<file path="config.mk">
export PLATFORM = sky130hd
export DESIGN_NAME = ped_signal_timer_flat
export DESIGN_NICKNAME = d
export VERILOG_FILES = /design/src/rtl/ped_signal_timer_if.sv /design/src/rtl/ped_signal_timer.sv /design/src/flat_wrapper.sv
export SDC_FILE = /design/constraint.sdc
export NUM_CORES = 1
export LEC_CHECK = 0
export BUFFER_PORTS_ARGS = -buffer_cell sky130_fd_sc_hd__buf_4
export CAP_MARGIN = 20
export CORE_MARGIN = 3
export CORE_UTILIZATION = 30
export DETAILED_ROUTE_END_ITERATION = 16
export GPL_TIMING_DRIVEN = 0
export PLACE_DENSITY_LB_ADDON = 0.3
export SKIP_LAST_GASP = 1
export SLEW_MARGIN = 20
export SYNTH_ARGS = -nofsm -noshare
export SYNTH_HDL_FRONTEND = slang
export SYNTH_SLANG_ARGS = --single-unit
</file>
<file path="constraint.sdc">
create_clock -name clk -period 3.3 [get_ports clk]
set_clock_uncertainty 0.1 [all_clocks]
set_input_delay 0.165 -clock clk [delete_from_list [all_inputs] [get_ports clk]]
set_output_delay 0.165 -clock clk [all_outputs]
set_load 0.02 [all_outputs]
</file>
<file path="src/rtl/ped_signal_timer_if.sv">
// Signal bundle between the crossing controller and the pedestrian phase timer.
// tick and force_req are strobes/levels sampled on clk; there is no valid/ready handshake on this bus.
interface ped_signal_timer_if #(
    parameter int CNT_W = 5
);
    logic             tick;
    logic             pause;
    logic             force_req;
    logic [1:0]       phase;
    logic             walk;
    logic             flash;
    logic             lamp;
    logic [CNT_W-1:0] second;
    logic             phase_done;

    modport master (
        output tick, pause, force_req,
        input  phase, walk, flash, lamp, second, phase_done
    );

    modport slave (
        input  tick, pause, force_req,
        output phase, walk, flash, lamp, second, phase_done
    );
endinterface

</file>
<file path="src/rtl/ped_signal_timer.sv">
// Pedestrian crossing phase timer: RED -> WALK -> CLEAR -> RED with programmable lengths.
// Optional macro RED_COUNTDOWN_EN: show the remaining RED time on second instead of 0.
module ped_signal_timer #(
    parameter int CNT_W     = 5,
    parameter int RED_LEN   = 5,
    parameter int WALK_LEN  = 7,
    parameter int CLEAR_LEN = 3
) (
    input  logic              clk,
    input  logic              rst,
    ped_signal_timer_if.slave bus
);
    typedef enum logic [1:0] {
        RED   = 2'd0,
        WALK  = 2'd1,
        CLEAR = 2'd2,
        BAD   = 2'd3
    } phase_t;

    localparam logic [CNT_W-1:0] RED_L   = CNT_W'(RED_LEN);
    localparam logic [CNT_W-1:0] WALK_L  = CNT_W'(WALK_LEN);
    localparam logic [CNT_W-1:0] CLEAR_L = CNT_W'(CLEAR_LEN);
    localparam logic [CNT_W-1:0] ONE     = CNT_W'(1);

    phase_t           state, state_n;
    logic [CNT_W-1:0] remain, remain_n;
    logic             blink, blink_n;
    logic             force_d;
    logic             done, done_n;
    logic             force_edge;

    assign force_edge = bus.force_req & ~force_d;

    always_ff @(posedge clk or posedge rst) begin
        if (rst) begin
            state   <= RED;
            remain  <= RED_L;
            blink   <= 1'b1;
            force_d <= 1'b0;
            done    <= 1'b0;
        end else begin
            state   <= state_n;
            remain  <= remain_n;
            blink   <= blink_n;
            force_d <= bus.force_req;
            done    <= done_n;
        end
    end

    always_comb begin
        state_n  = state;
        remain_n = remain;
        blink_n  = blink;
        done_n   = 1'b0;
        if (state == BAD) begin
            state_n  = RED;
            remain_n = RED_L;
            done_n   = 1'b1;
        end else if (force_edge) begin
            // A force edge also swallows any tick arriving in the same cycle.
            done_n = 1'b1;
            if (state == RED) begin
                state_n  = WALK;
                remain_n = WALK_L;
            end else begin
                state_n  = RED;
                remain_n = RED_L;
            end
        end else if (!bus.pause && bus.tick) begin
            if (remain == ONE) begin
                done_n = 1'b1;
                case (state)
                    RED: begin
                        state_n  = WALK;
                        remain_n = WALK_L;
                    end
                    WALK: begin
                        state_n  = CLEAR;
                        remain_n = CLEAR_L;
                        blink_n  = 1'b1;
                    end
                    default: begin
                        state_n  = RED;
                        remain_n = RED_L;
                    end
                endcase
            end else begin
                remain_n = remain - ONE;
                if (state == CLEAR) blink_n = ~blink;
            end
        end
    end

    always_comb begin
        bus.phase      = state;
        bus.walk       = (state == WALK) || (state == CLEAR);
        bus.flash      = (state == CLEAR);
        bus.lamp       = (state == WALK) || ((state == CLEAR) && blink);
        bus.phase_done = done;
        case (state)
            WALK:    bus.second = remain + CLEAR_L;
            CLEAR:   bus.second = remain;
`ifdef RED_COUNTDOWN_EN
            RED:     bus.second = remain;
`else
            RED:     bus.second = '0;
`endif
            default: bus.second = '0;
        endcase
    end
endmodule

</file>
<file path="src/flat_wrapper.sv">
// flat-port wrapper written by rule: the top's interface ports become plain ports
module ped_signal_timer_flat 
#(
    parameter int CNT_W     = 5,
    parameter int RED_LEN   = 5,
    parameter int WALK_LEN  = 7,
    parameter int CLEAR_LEN = 3
)
  (clk, rst, bus_tick, bus_pause, bus_force_req, bus_phase, bus_walk, bus_flash, bus_lamp, bus_second, bus_phase_done);
  ped_signal_timer_if #(.CNT_W(CNT_W)) bus_i ();
  input  logic clk;
  input  logic rst;
  input wire logic [$bits(bus_i.tick)-1:0] bus_tick;
  input wire logic [$bits(bus_i.pause)-1:0] bus_pause;
  input wire logic [$bits(bus_i.force_req)-1:0] bus_force_req;
  output wire logic [$bits(bus_i.phase)-1:0] bus_phase;
  output wire logic [$bits(bus_i.walk)-1:0] bus_walk;
  output wire logic [$bits(bus_i.flash)-1:0] bus_flash;
  output wire logic [$bits(bus_i.lamp)-1:0] bus_lamp;
  output wire logic [$bits(bus_i.second)-1:0] bus_second;
  output wire logic [$bits(bus_i.phase_done)-1:0] bus_phase_done;
  assign bus_i.tick = bus_tick;
  assign bus_i.pause = bus_pause;
  assign bus_i.force_req = bus_force_req;
  assign bus_phase = bus_i.phase;
  assign bus_walk = bus_i.walk;
  assign bus_flash = bus_i.flash;
  assign bus_lamp = bus_i.lamp;
  assign bus_second = bus_i.second;
  assign bus_phase_done = bus_i.phase_done;
  ped_signal_timer #(.CNT_W(CNT_W), .RED_LEN(RED_LEN), .WALK_LEN(WALK_LEN), .CLEAR_LEN(CLEAR_LEN)) u_core (.clk(clk), .rst(rst), .bus(bus_i));
endmodule
</file>
* Word level (Yosys, flattened, before mapping) *
Index checks and enable logic that the tools add are counted.

word-level totals
  flip-flop bits (word level) = 10
  output and inout port bits = 11

operators by class
  $add $sub $neg = 2
  equal/unequal tests = 5
  multiplexer cells = 20
  bitwise gates (word level) = 5
  reduce and logical (&&, ||, !) cells = 11

operators with widths
  cell                 number
  $mux 5               4
  $mux 2               5
  $pmux 5 s2           1
  $mux 1               8
  $pmux 3 s2           1
  $reduce_bool 3->1    2
  $add 5x2->5 const B  1
  $eq 5x1->1 const B   1
  $reduce_and 5->1     1
  $sub 5x1->5 const B  1
  $eq 2x2->1 const B   2
  $not 1->1            4
  $pmux 2 s2           1
  $eq 2x1->1 const B   1
  $logic_and 1x1->1    2
  $logic_not 2->1      1
  $logic_or 1x1->1     2
  $ne 2x2->1 const B   1
  $reduce_and 2->1     1
  $reduce_bool 2->1    1
  $and 1x1->1          1
  $logic_not 1->1      1

* Logic depth before layout (Yosys ltp) *
Gate-level depths: netlist of the first run.

  depth in word-level cells = 6
  depth in mapped cells = 6

* Worst setup path after synthesis of the first run *
Ideal clock, no wire load.

  kind = reg-to-output
  start point = register u_core.state[1], in the netlist u_core.bus.phase[1]
  end point = output port bus_second[3]
  arrival time = 1.860 ns
  data required time = 3.035 ns
  slack = 1.175 ns
  cell stages (with the launch flop) = 7
  path through = dfrtp_1 > inv_1 > ha_1 > clkbuf_1 > inv_1 > or3_2 > a31oi_1

between the ends
  word-level cells in the longest chain between the ends = 2
  elaborated cells on any way between the ends = 3
  those cells by class = eq/ne (2); mux (1)

RTL lines
  what                                      RTL line                 text
  start, declared                           ped_signal_timer.sv:25   phase_t state, state_n;
  start signal, assigned                    ped_signal_timer.sv:42   state <= state_n;
  $eq 2x2->1 or $eq 2x1->1 (tied branches)  ped_signal_timer.sv:100  case (state)
  $pmux 5 s2 (*)                            ped_signal_timer.sv:100
  end, declared                             flat_wrapper.sv:20       output wire logic [$bits(bus_i.second)-1:0] bus_second;

Every way passes the cells marked *; elsewhere a longest branch is shown, timed or not.

* Final worst setup path of the first run *
Same ends and word-level chain as after synthesis.

==> flow_summary.yaml, run 1 <==
synth:
  synth_cells: 89
  synth_area_per_cell_um2: 8.96
  synth_edf_count: 0
  yosys.area.top_type_share_pct: 22.0
  ys_warn_count: 0
  synthArstFlopShare_pct: 100
  yosysMostFrequentCell: "inv_1"
  synth_cell_types: 39
  synth_area_leader_cell: "dfrtp_1"
  ys_seq_area_share_pct: 31.9
  synth_area_um2: 797
  synthTopCellsByCount: "9 x inv_1, 8 x nand2_1, 7 x dfrtp_1, 7 x ha_1"
  ys_ff_latch: 10
  synth_ff_type: "dfrtp_1"
  synth_nets: 101
  synthTopCellsByArea: "dfrtp_1 22%, ha_1 11%, dfstp_2 9.9%"
final_layout:
  final_nets: 123
  utilization_pct: 39.7
  layout.cells.non_filler: 140
  drive_above_1_share_pct: 28.2
  diodes: 0
  design_area_um2: 993
  area_delta_synth_final_pct: 24.6
placement:
  pre_cts_ws_ns: 1.09
  place_area_um2: 947
  dp.cells: 134
  io_buffers: 15
  dpl.hpwl_um: 1360
  gp_congestion: 0.774
pwr:
  switching_share_pct: 46.0
  peakVddDrop_uv: 398
  p_leak_nw: 0.454
  p_per_area_nw_per_um2: 799
  finalPower_uw: 794
  p_switching_uw: 365
  p_clk_share_pct: 11.6
  seqPwrFrac_pct: 25.2
  internal_power_uw: 429
  combPwrFrac_pct: 63.3
timing:
  fmax_mhz: 396
  slew_headroom_pct: 70.3
  timing.final.crit_share_pct: 76.5
  fin_ws_ns: 0.774
  setup_violations: 0
  fin_setup_tns_ns: 0
  post-route-min-period_ns: 2.53
  max_slew.worst_pin.slew_ns: 0.434
  finalHoldViolCount: 0
  rsz0062_at_grt: "false"
  maxSlewViolCount: 0
  holdWs_ns: 0.309
detailed_routing:
  vias_per_cell: 4.98
  drc: 0
  vias: 697
  wl_um: 1880
  wl_met3_um: 86
  wl_met1_um: 1010
  wl_per_cell_um: 13.4
  firstDrtPassIters: 4
  drtIter0Drc: 25
  route.met2.wl_um: 770
  routed.top_layer: "met4"
  drtAntennaViolNets: 0
setup_path:
  reg2regPathDepth: 6
  slowest_delay_ns: 0.47
  crit_chain: "inv_1, ha_1, clkbuf_1, inv_1, or3_2, a31oi_1, buf_4"
  critPathSlowestCell: "or3_2"
  cp-start-kind: "flip-flop"
  critPathArrivalTime_ns: 2.26
  crit_path_frequent_cell: "inv_1"
  worst-path-max-fanout: 8
  path_class: "flip-flop to output pin"
  critPathCaptureType: "output pin"
  crit_required_ns: 3.03
worst_hold_path:
  holdCritPathClass: "primary input to flip-flop"
  min_delay_path_depth: 4
die:
  die_x_um: 57.5
  core-area_um2: 2500
  ios: 16
  fp-row-count: 18
  die_area_um2: 3310
  start_util_pct: 31.9
  die_y_um: 57.5
clocking:
  path_clk_slew_ns: 0.07
  cts_tree: "done"
  htreeDepth: 1
  clock-sinks: 10
  cts_resized: 0
  cts_buffers: 3
  root_buffer: "clkbuf_4"
  clock_path_buffers: 2
  clk_latency_ns: 0.27
run:
  cap_viol_max_count: 0
grt:
  grt_pass1_vias: 649
  grt_max_degree: 11
  grt_pass1_wl_um: 3130
  gr-total-overflow: 0
  antenna_found_initial: 0
  grt_use_total_pct: 12.2
status:
  status: "completed"
worst max-delay path, delay by kind of cell, from the launching register on:
kind            cells  cell delay [ns]
compound gates      1             0.14
simple gates        1             0.47
buf+inv             4             0.79
flops               1             0.45
fa+ha+maj           1             0.15
logic make-up after synthesis:
logic type | count (synthesis) | synth area share [%]
multiplexers | 3 | 3.92
buffers and inverters | 13 | 7.22
AND/OR/NAND/NOR | 34 | 26.1
XOR/XNOR | 1 | 1.10
adder cells (fa/ha/maj) | 7 | 11.0
flip-flops | 10 | 31.9
AO/OA/AOI/OAI | 21 | 18.8
per-layer routing:
layer | vias up | track usage [%]
met5 | - | 0
met4 | 0 | 4.97
li1 | 359 | -
met3 | 2 | 2.26
met2 | 22 | 17.4
met1 | 314 | 17.9
power groups by stage:
stage / Clock (mW) / Sequential (mW) / Combinational, mW
global route: 0.103 / 0.205 / 0.556
finish: 0.0917 / 0.200 / 0.502
detailed placement: 0 / 0.202 / 0.499
global placement: 0 / 0.200 / 0.492
CTS: 0.0953 / 0.200 / 0.505
floorplan: 0 / 0.207 / 0.340
cell usage in the layout (no fill, tap or decap), drive strengths merged, types with 3 or more instances in the layout:
master,Yosys,layout
a21oi,5,5
buf,2,17
clkbuf,2,6
dfrtp,7,7
dfstp,3,3
ha,7,7
inv,9,9
nand2,8,8
nand2b,4,4
nor2,5,5
nor3,3,3
o21ai,5,5
final cells by class:
| class | count | area, um2 |
|---|---|---|
| Buffer | 4 | 23.8 |
| Clock buffer | 4 | 26.3 |
| Fill cell | 249 | 1510 |
| Inverter | 9 | 33.8 |
| Multi-Input combinational cell | 66 | 485 |
| Sequential cell | 10 | 254 |
| Tap cell | 30 | 37.5 |
| Timing Repair Buffer | 17 | 133 |
registers in the layout, indices dropped and copies added, names as in the netlist:
register and flops:
u_core.force_d 1, u_core.blink 1, u_core.bus.phase_done 1, u_core.remain 5, u_core.bus.phase 2
worst paths after layout:
check / from / endpoint / slack, ns
max: u_core.bus.phase[1] / bus_second[3] / 0.77
min: bus_tick / u_core.remain[0] / 0.31
max reg2reg: u_core.bus.phase[1] / u_core.blink / 1.25
min reg2reg: u_core.blink / u_core.blink / 0.41
max in group asynchronous: rst / u_core.remain[0] / 2.42
min in group asynchronous: rst / u_core.remain[1] / 0.35
timing repair:
| item | in CTS | in global routing |
|---|---|---|
| buffers inserted | 0 | 0 |
| hold buffers | 2 | 0 |
| endpoints found under the hold margin | 8 | 0 |
Note: power is estimated with default switching activity, not from simulation.
==> run 2, diff against run 1 <==
==> constraint.sdc (replaced) <==
create_clock -name clk -period 2.4 [get_ports clk]
set_clock_uncertainty 0.1 [all_clocks]
set_input_delay 0.12 -clock clk [delete_from_list [all_inputs] [get_ports clk]]
set_output_delay 0.12 -clock clk [all_outputs]
set_load 0.02 [all_outputs]
==> flow_summary.yaml, run 2 (same netlist as run 1, synthesis figures left out) <==
timing:
  maxSlewViolCount: 0
  fin_setup_tns_ns: 0
  max_slew.worst_pin.slew_ns: 0.425
  post-route-min-period_ns: 2.24
  fmax_mhz: 447
  finalHoldViolCount: 0
  rsz0062_at_grt: "false"
  setup_violations: 0
  slew_headroom_pct: 70.9
  fin_ws_ns: 0.161
  timing.final.crit_share_pct: 93.3
setup_path:
  worst-path-max-fanout: 8
  crit_chain: "inv_1, ha_2, inv_1, or3_2, a31oi_1, buf_4"
  crit_required_ns: 2.18
  critPathBufInv: 3
  critPathTopFamily: "simple AND/OR/NAND/NOR gates"
  critPathSlowestCell: "or3_2"
  cp-start-kind: "flip-flop"
  critPathArrivalTime_ns: 2.02
  slowest_delay_ns: 0.46
  critPathCaptureType: "output pin"
  path_class: "flip-flop to output pin"
  crit_path_frequent_cell: "inv_1"
pwr:
  internal_power_uw: 595
  p_switching_uw: 502
  p_per_area_nw_per_um2: 1110
  seqPwrFrac_pct: 25.1
  peakVddDrop_uv: 549
  switching_share_pct: 45.7
  combPwrFrac_pct: 63.3
  p_clk_share_pct: 11.6
  p_leak_nw: 0.451
detailed_routing:
  firstDrtPassIters: 4
  vias: 697
  vias_per_cell: 5.01
  wl_per_cell_um: 13.4
  drtAntennaViolNets: 0
  wl_um: 1870
  drc: 0
  drtIter0Drc: 24
final_layout:
  regMostFlops: "u_core.remain"
  final_common_cell: "buf_4"
  largest_register_ffs: 5
  drive_above_1_share_pct: 29.4
  final_nets: 122
  area_delta_synth_final_pct: 24.5
  register_area_um2: 254
  diodes: 0
  fill_cells: 250
  utilization_pct: 39.7
  multi_input_area_um2: 488
  layout_common_cells: "15 x buf_4, 9 x inv_1, 8 x nand2_1"
die:
  start_util_pct: 31.9
  die_x_um: 57.5
  die_y_um: 57.5
  die_area_um2: 3310
  ios: 16
  core-area_um2: 2500
  fp-row-count: 18
clocking:
  root_buffer: "clkbuf_4"
  path_clk_slew_ns: 0.07
  htreeDepth: 1
  cts_tree: "done"
  cts_buffers: 3
  clock_path_buffers: 2
  cts_setup_buffers: 0
  clock-sinks: 10
  clk_latency_ns: 0.27
run:
  cap_viol_max_count: 0
placement:
  io_buffers: 15
  dpl.hpwl_um: 1360
  pre_cts_ws_ns: 0.234
  gp_congestion: 0.774
grt:
  grt_use_total_pct: 12.2
  gr-total-overflow: 0
  grt_pass1_wl_um: 3130
  grt_max_degree: 11
  grt_pass1_vias: 647
  antenna_found_initial: 0
status:
  status: "completed"
worst_hold_path:
  holdCritPathClass: "primary input to flip-flop"
## run 2: stage by stage
stage	instance area [um2]	power, mW	hold slack [ns]	cells
floorplan	797	0.752	-0.142	89
global placement	947	0.951	0.0345	134
detailed placement	947	0.963	0.0428	134
CTS	990	1.10	0.257	139
global route	992	1.19	0.286	139
finish	992	1.10	0.260	139
## run 2: repair_timing
| action | in CTS | in global routing |
|---|---|---|
| hold buffers | 2 | 0 |
| endpoints found under the hold margin | 8 | 0 |
| resized for setup | 0 | 1 |
| gates cloned | 0 | 0 |
| pin swaps | 0 | 0 |
| endpoints found under the setup margin | 1 | 1 |
## run 2: final cells by class
type | instances | area share (%)
multi-input cells | 66 | 49.2
flip-flops and latches | 10 | 25.6
repair buffers | 17 | 13.4
well taps | 30 | 3.78
inverters | 9 | 3.40
clock buffers | 4 | 2.65
plain buffers | 3 | 2.02
## run 2: final timing paths
path	startpoint	to	slack [ns]	depth (start not counted)
hold reg to reg	u_core.blink	u_core.blink	0.41	1
setup reg to reg	u_core.remain[0]	u_core.remain[1]	0.40	4
min in group asynchronous	rst	u_core.remain[1]	0.30	3
setup / recovery	u_core.bus.phase[1]	bus_second[3]	0.16	6
max in group asynchronous	rst	u_core.remain[0]	1.56	3
hold / removal	bus_tick	u_core.remain[0]	0.26	4
## run 2: metal layers
metal	share of wire [%]	global-route usage, %	vias up
met5	0	0	-
met4	0.59	4.97	0
met3	4.3	2.26	2
met2	42	17.6	20
met1	53	17.8	316
li1	-	-	359
## run 2: power by group through the flow
| stage | clock network, mW | registers [mW] | logic [mW] |
|---|---|---|---|
| 6_report | 0.127 | 0.276 | 0.694 |
| 5_1_grt | 0.142 | 0.283 | 0.766 |
| 4_1_cts | 0.131 | 0.275 | 0.693 |
| 3_5_place_dp | 0 | 0.277 | 0.686 |
| 3_3_place_gp | 0 | 0.275 | 0.676 |
| 2_1_floorplan | 0 | 0.284 | 0.468 |
## run 2: worst reg2reg max path, cell delays in order (launching register included)
cell	delay [ns]
dfstp_2	0.58
ha_1	0.23
or4b_4	0.52
and3_4	0.21
o41ai_2	0.27
==> run 3, diff against run 2 <==
--- a/config.mk
+++ b/config.mk
@@ -8,7 +8,7 @@
 export BUFFER_PORTS_ARGS = -buffer_cell sky130_fd_sc_hd__buf_4
 export CAP_MARGIN = 20
 export CORE_MARGIN = 3
-export CORE_UTILIZATION = 30
+export CORE_UTILIZATION = 45
 export DETAILED_ROUTE_END_ITERATION = 16
 export GPL_TIMING_DRIVEN = 0
 export PLACE_DENSITY_LB_ADDON = 0.3
==> flow_summary.yaml, run 3 (same netlist as run 1, synthesis figures left out) <==
status:
  status: "completed"
final_layout:
  area_delta_synth_final_pct: 24.8
  layout_common_cells: "15 x buf_4, 9 x inv_1, 8 x nand2_1"
  final_nets: 122
  register_area_um2: 254
  multi_input_area_um2: 488
  drive_above_1_share_pct: 30.3
  fill_cells: 136
  diodes: 0
  utilization_pct: 62.4
  final_common_cell: "buf_4"
  largest_register_ffs: 5
  regMostFlops: "u_core.remain"
setup_path:
  crit_chain: "inv_1, ha_2, inv_1, or3_2, a31oi_1, buf_4"
  critPathCaptureType: "output pin"
  critPathArrivalTime_ns: 1.97
  crit_required_ns: 2.18
  path_class: "flip-flop to output pin"
  crit_path_frequent_cell: "inv_1"
  slowest_delay_ns: 0.45
  cp-start-kind: "flip-flop"
  critPathSlowestCell: "or3_2"
  worst-path-max-fanout: 8
placement:
  io_buffers: 15
  dpl.hpwl_um: 1290
  pre_cts_ws_ns: 0.282
  gp_congestion: 0.806
die:
  fp-row-count: 14
  die_y_um: 48.1
  die_area_um2: 2310
  die_x_um: 48.1
  start_util_pct: 50.0
  core-area_um2: 1590
  ios: 16
pwr:
  seqPwrFrac_pct: 24.3
  p_switching_uw: 493
  p_leak_nw: 0.457
  internal_power_uw: 624
  p_clk_share_pct: 13.8
  combPwrFrac_pct: 61.9
  p_per_area_nw_per_um2: 1120
  peakVddDrop_uv: 544
  switching_share_pct: 44.1
timing:
  fin_setup_tns_ns: 0
  rsz0062_at_grt: "false"
  maxSlewViolCount: 0
  slew_headroom_pct: 72.0
  post-route-min-period_ns: 2.19
  max_slew.worst_pin.slew_ns: 0.409
  fmax_mhz: 457
  fin_ws_ns: 0.211
  timing.final.crit_share_pct: 91.2
  setup_violations: 0
  finalHoldViolCount: 0
grt:
  grt_max_degree: 11
  antenna_found_initial: 0
  gr-total-overflow: 0
  grt_use_total_pct: 17.2
  grt_pass1_wl_um: 2590
  grt_pass1_vias: 576
detailed_routing:
  drtAntennaViolNets: 0
  wl_um: 1700
  wl_per_cell_um: 12.8
  vias: 708
  vias_per_cell: 5.32
  firstDrtPassIters: 4
  drtIter0Drc: 7
  drc: 0
clocking:
  clk_latency_ns: 0.27
  root_buffer: "clkbuf_4"
  cts_buffers: 3
  clock-sinks: 10
  htreeDepth: 1
  path_clk_slew_ns: 0.07
  cts_tree: "done"
  clock_path_buffers: 2
  cts_setup_buffers: 0
run:
  cap_viol_max_count: 0
worst_hold_path:
  holdCritPathClass: "primary input to flip-flop"
==> run 3: cell counts in the layout (fill, tap and decap cells not counted) <==
Identical to the previous run, type by type.
==> run 3: metal layers <==
| metal | part of all wire (%) | track usage, % | up-vias | routed length, um |
|---|---|---|---|---|
| li1 | - | - | 361 | - |
| met1 | 48 | 22.3 | 326 | 814 |
| met2 | 46 | 25.6 | 16 | 789 |
| met3 | 3.1 | 3.38 | 5 | 52 |
| met4 | 2.5 | 11.3 | 0 | 42 |
| met5 | 0 | 0 | - | 0 |
==> run 3: area by class of cell <==
cell class              count  share of cell area, %
multi-input cells          66                   49.1
flip-flops and latches     10                   25.5
repair buffers             17                   13.3
clock buffers               4                   3.65
inverters                   9                   3.40
well taps                  24                   3.02
plain buffers               3                   2.01
==> run 3: what timing repair did <==
action / CTS / global route
gates resized for setup: 0 / 1
hold buffers: 2 / 0
endpoints found under the hold margin: 8 / 0
endpoints found under the setup margin: 1 / 1
==> run 3: power groups by stage <==
stage / Sequential (mW) / Combinational, mW / Clock [mW]
final: 0.272 / 0.691 / 0.154
after global routing: 0.278 / 0.752 / 0.169
after CTS: 0.271 / 0.688 / 0.155
after detailed placement: 0.274 / 0.684 / 0
after global placement: 0.271 / 0.670 / 0
after floorplan: 0.284 / 0.468 / 0
==> run 3: final timing paths <==
| kind | start | to | slack (ns) | depth (start not counted) |
|---|---|---|---|---|
| min reg2reg | u_core.blink | u_core.blink | 0.41 | 1 |
| min in group asynchronous | rst | u_core.force_d | 0.29 | 3 |
| max | u_core.bus.phase[1] | bus_second[3] | 0.21 | 6 |
| max reg2reg | u_core.remain[0] | u_core.remain[1] | 0.43 | 4 |
| min | bus_tick | u_core.bus.phase[1] | 0.26 | 4 |
| max in group asynchronous | rst | u_core.remain[2] | 1.60 | 3 |
==> run 3: through the flow <==
| stage | cells | hold slack (ns) | total power, mW | instance area [um2] |
|---|---|---|---|---|
| finish | 133 | 0.264 | 1.12 | 995 |
| global route | 133 | 0.284 | 1.20 | 995 |
| CTS | 133 | 0.254 | 1.11 | 992 |
| detailed placement | 128 | 0.0255 | 0.958 | 940 |
| global placement | 128 | 0.0222 | 0.942 | 940 |
| floorplan | 89 | -0.142 | 0.752 | 797 |
==> run 3: critical path, delay by kind of cell (launching register included) <==
family,cells,cell delay [ns]
adders and majority gates,1,0.28
DFF,1,0.42
AOI/OAI and AO/OA,1,0.14
buffers and inverters,3,0.40
and+or+nand+nor,1,0.45
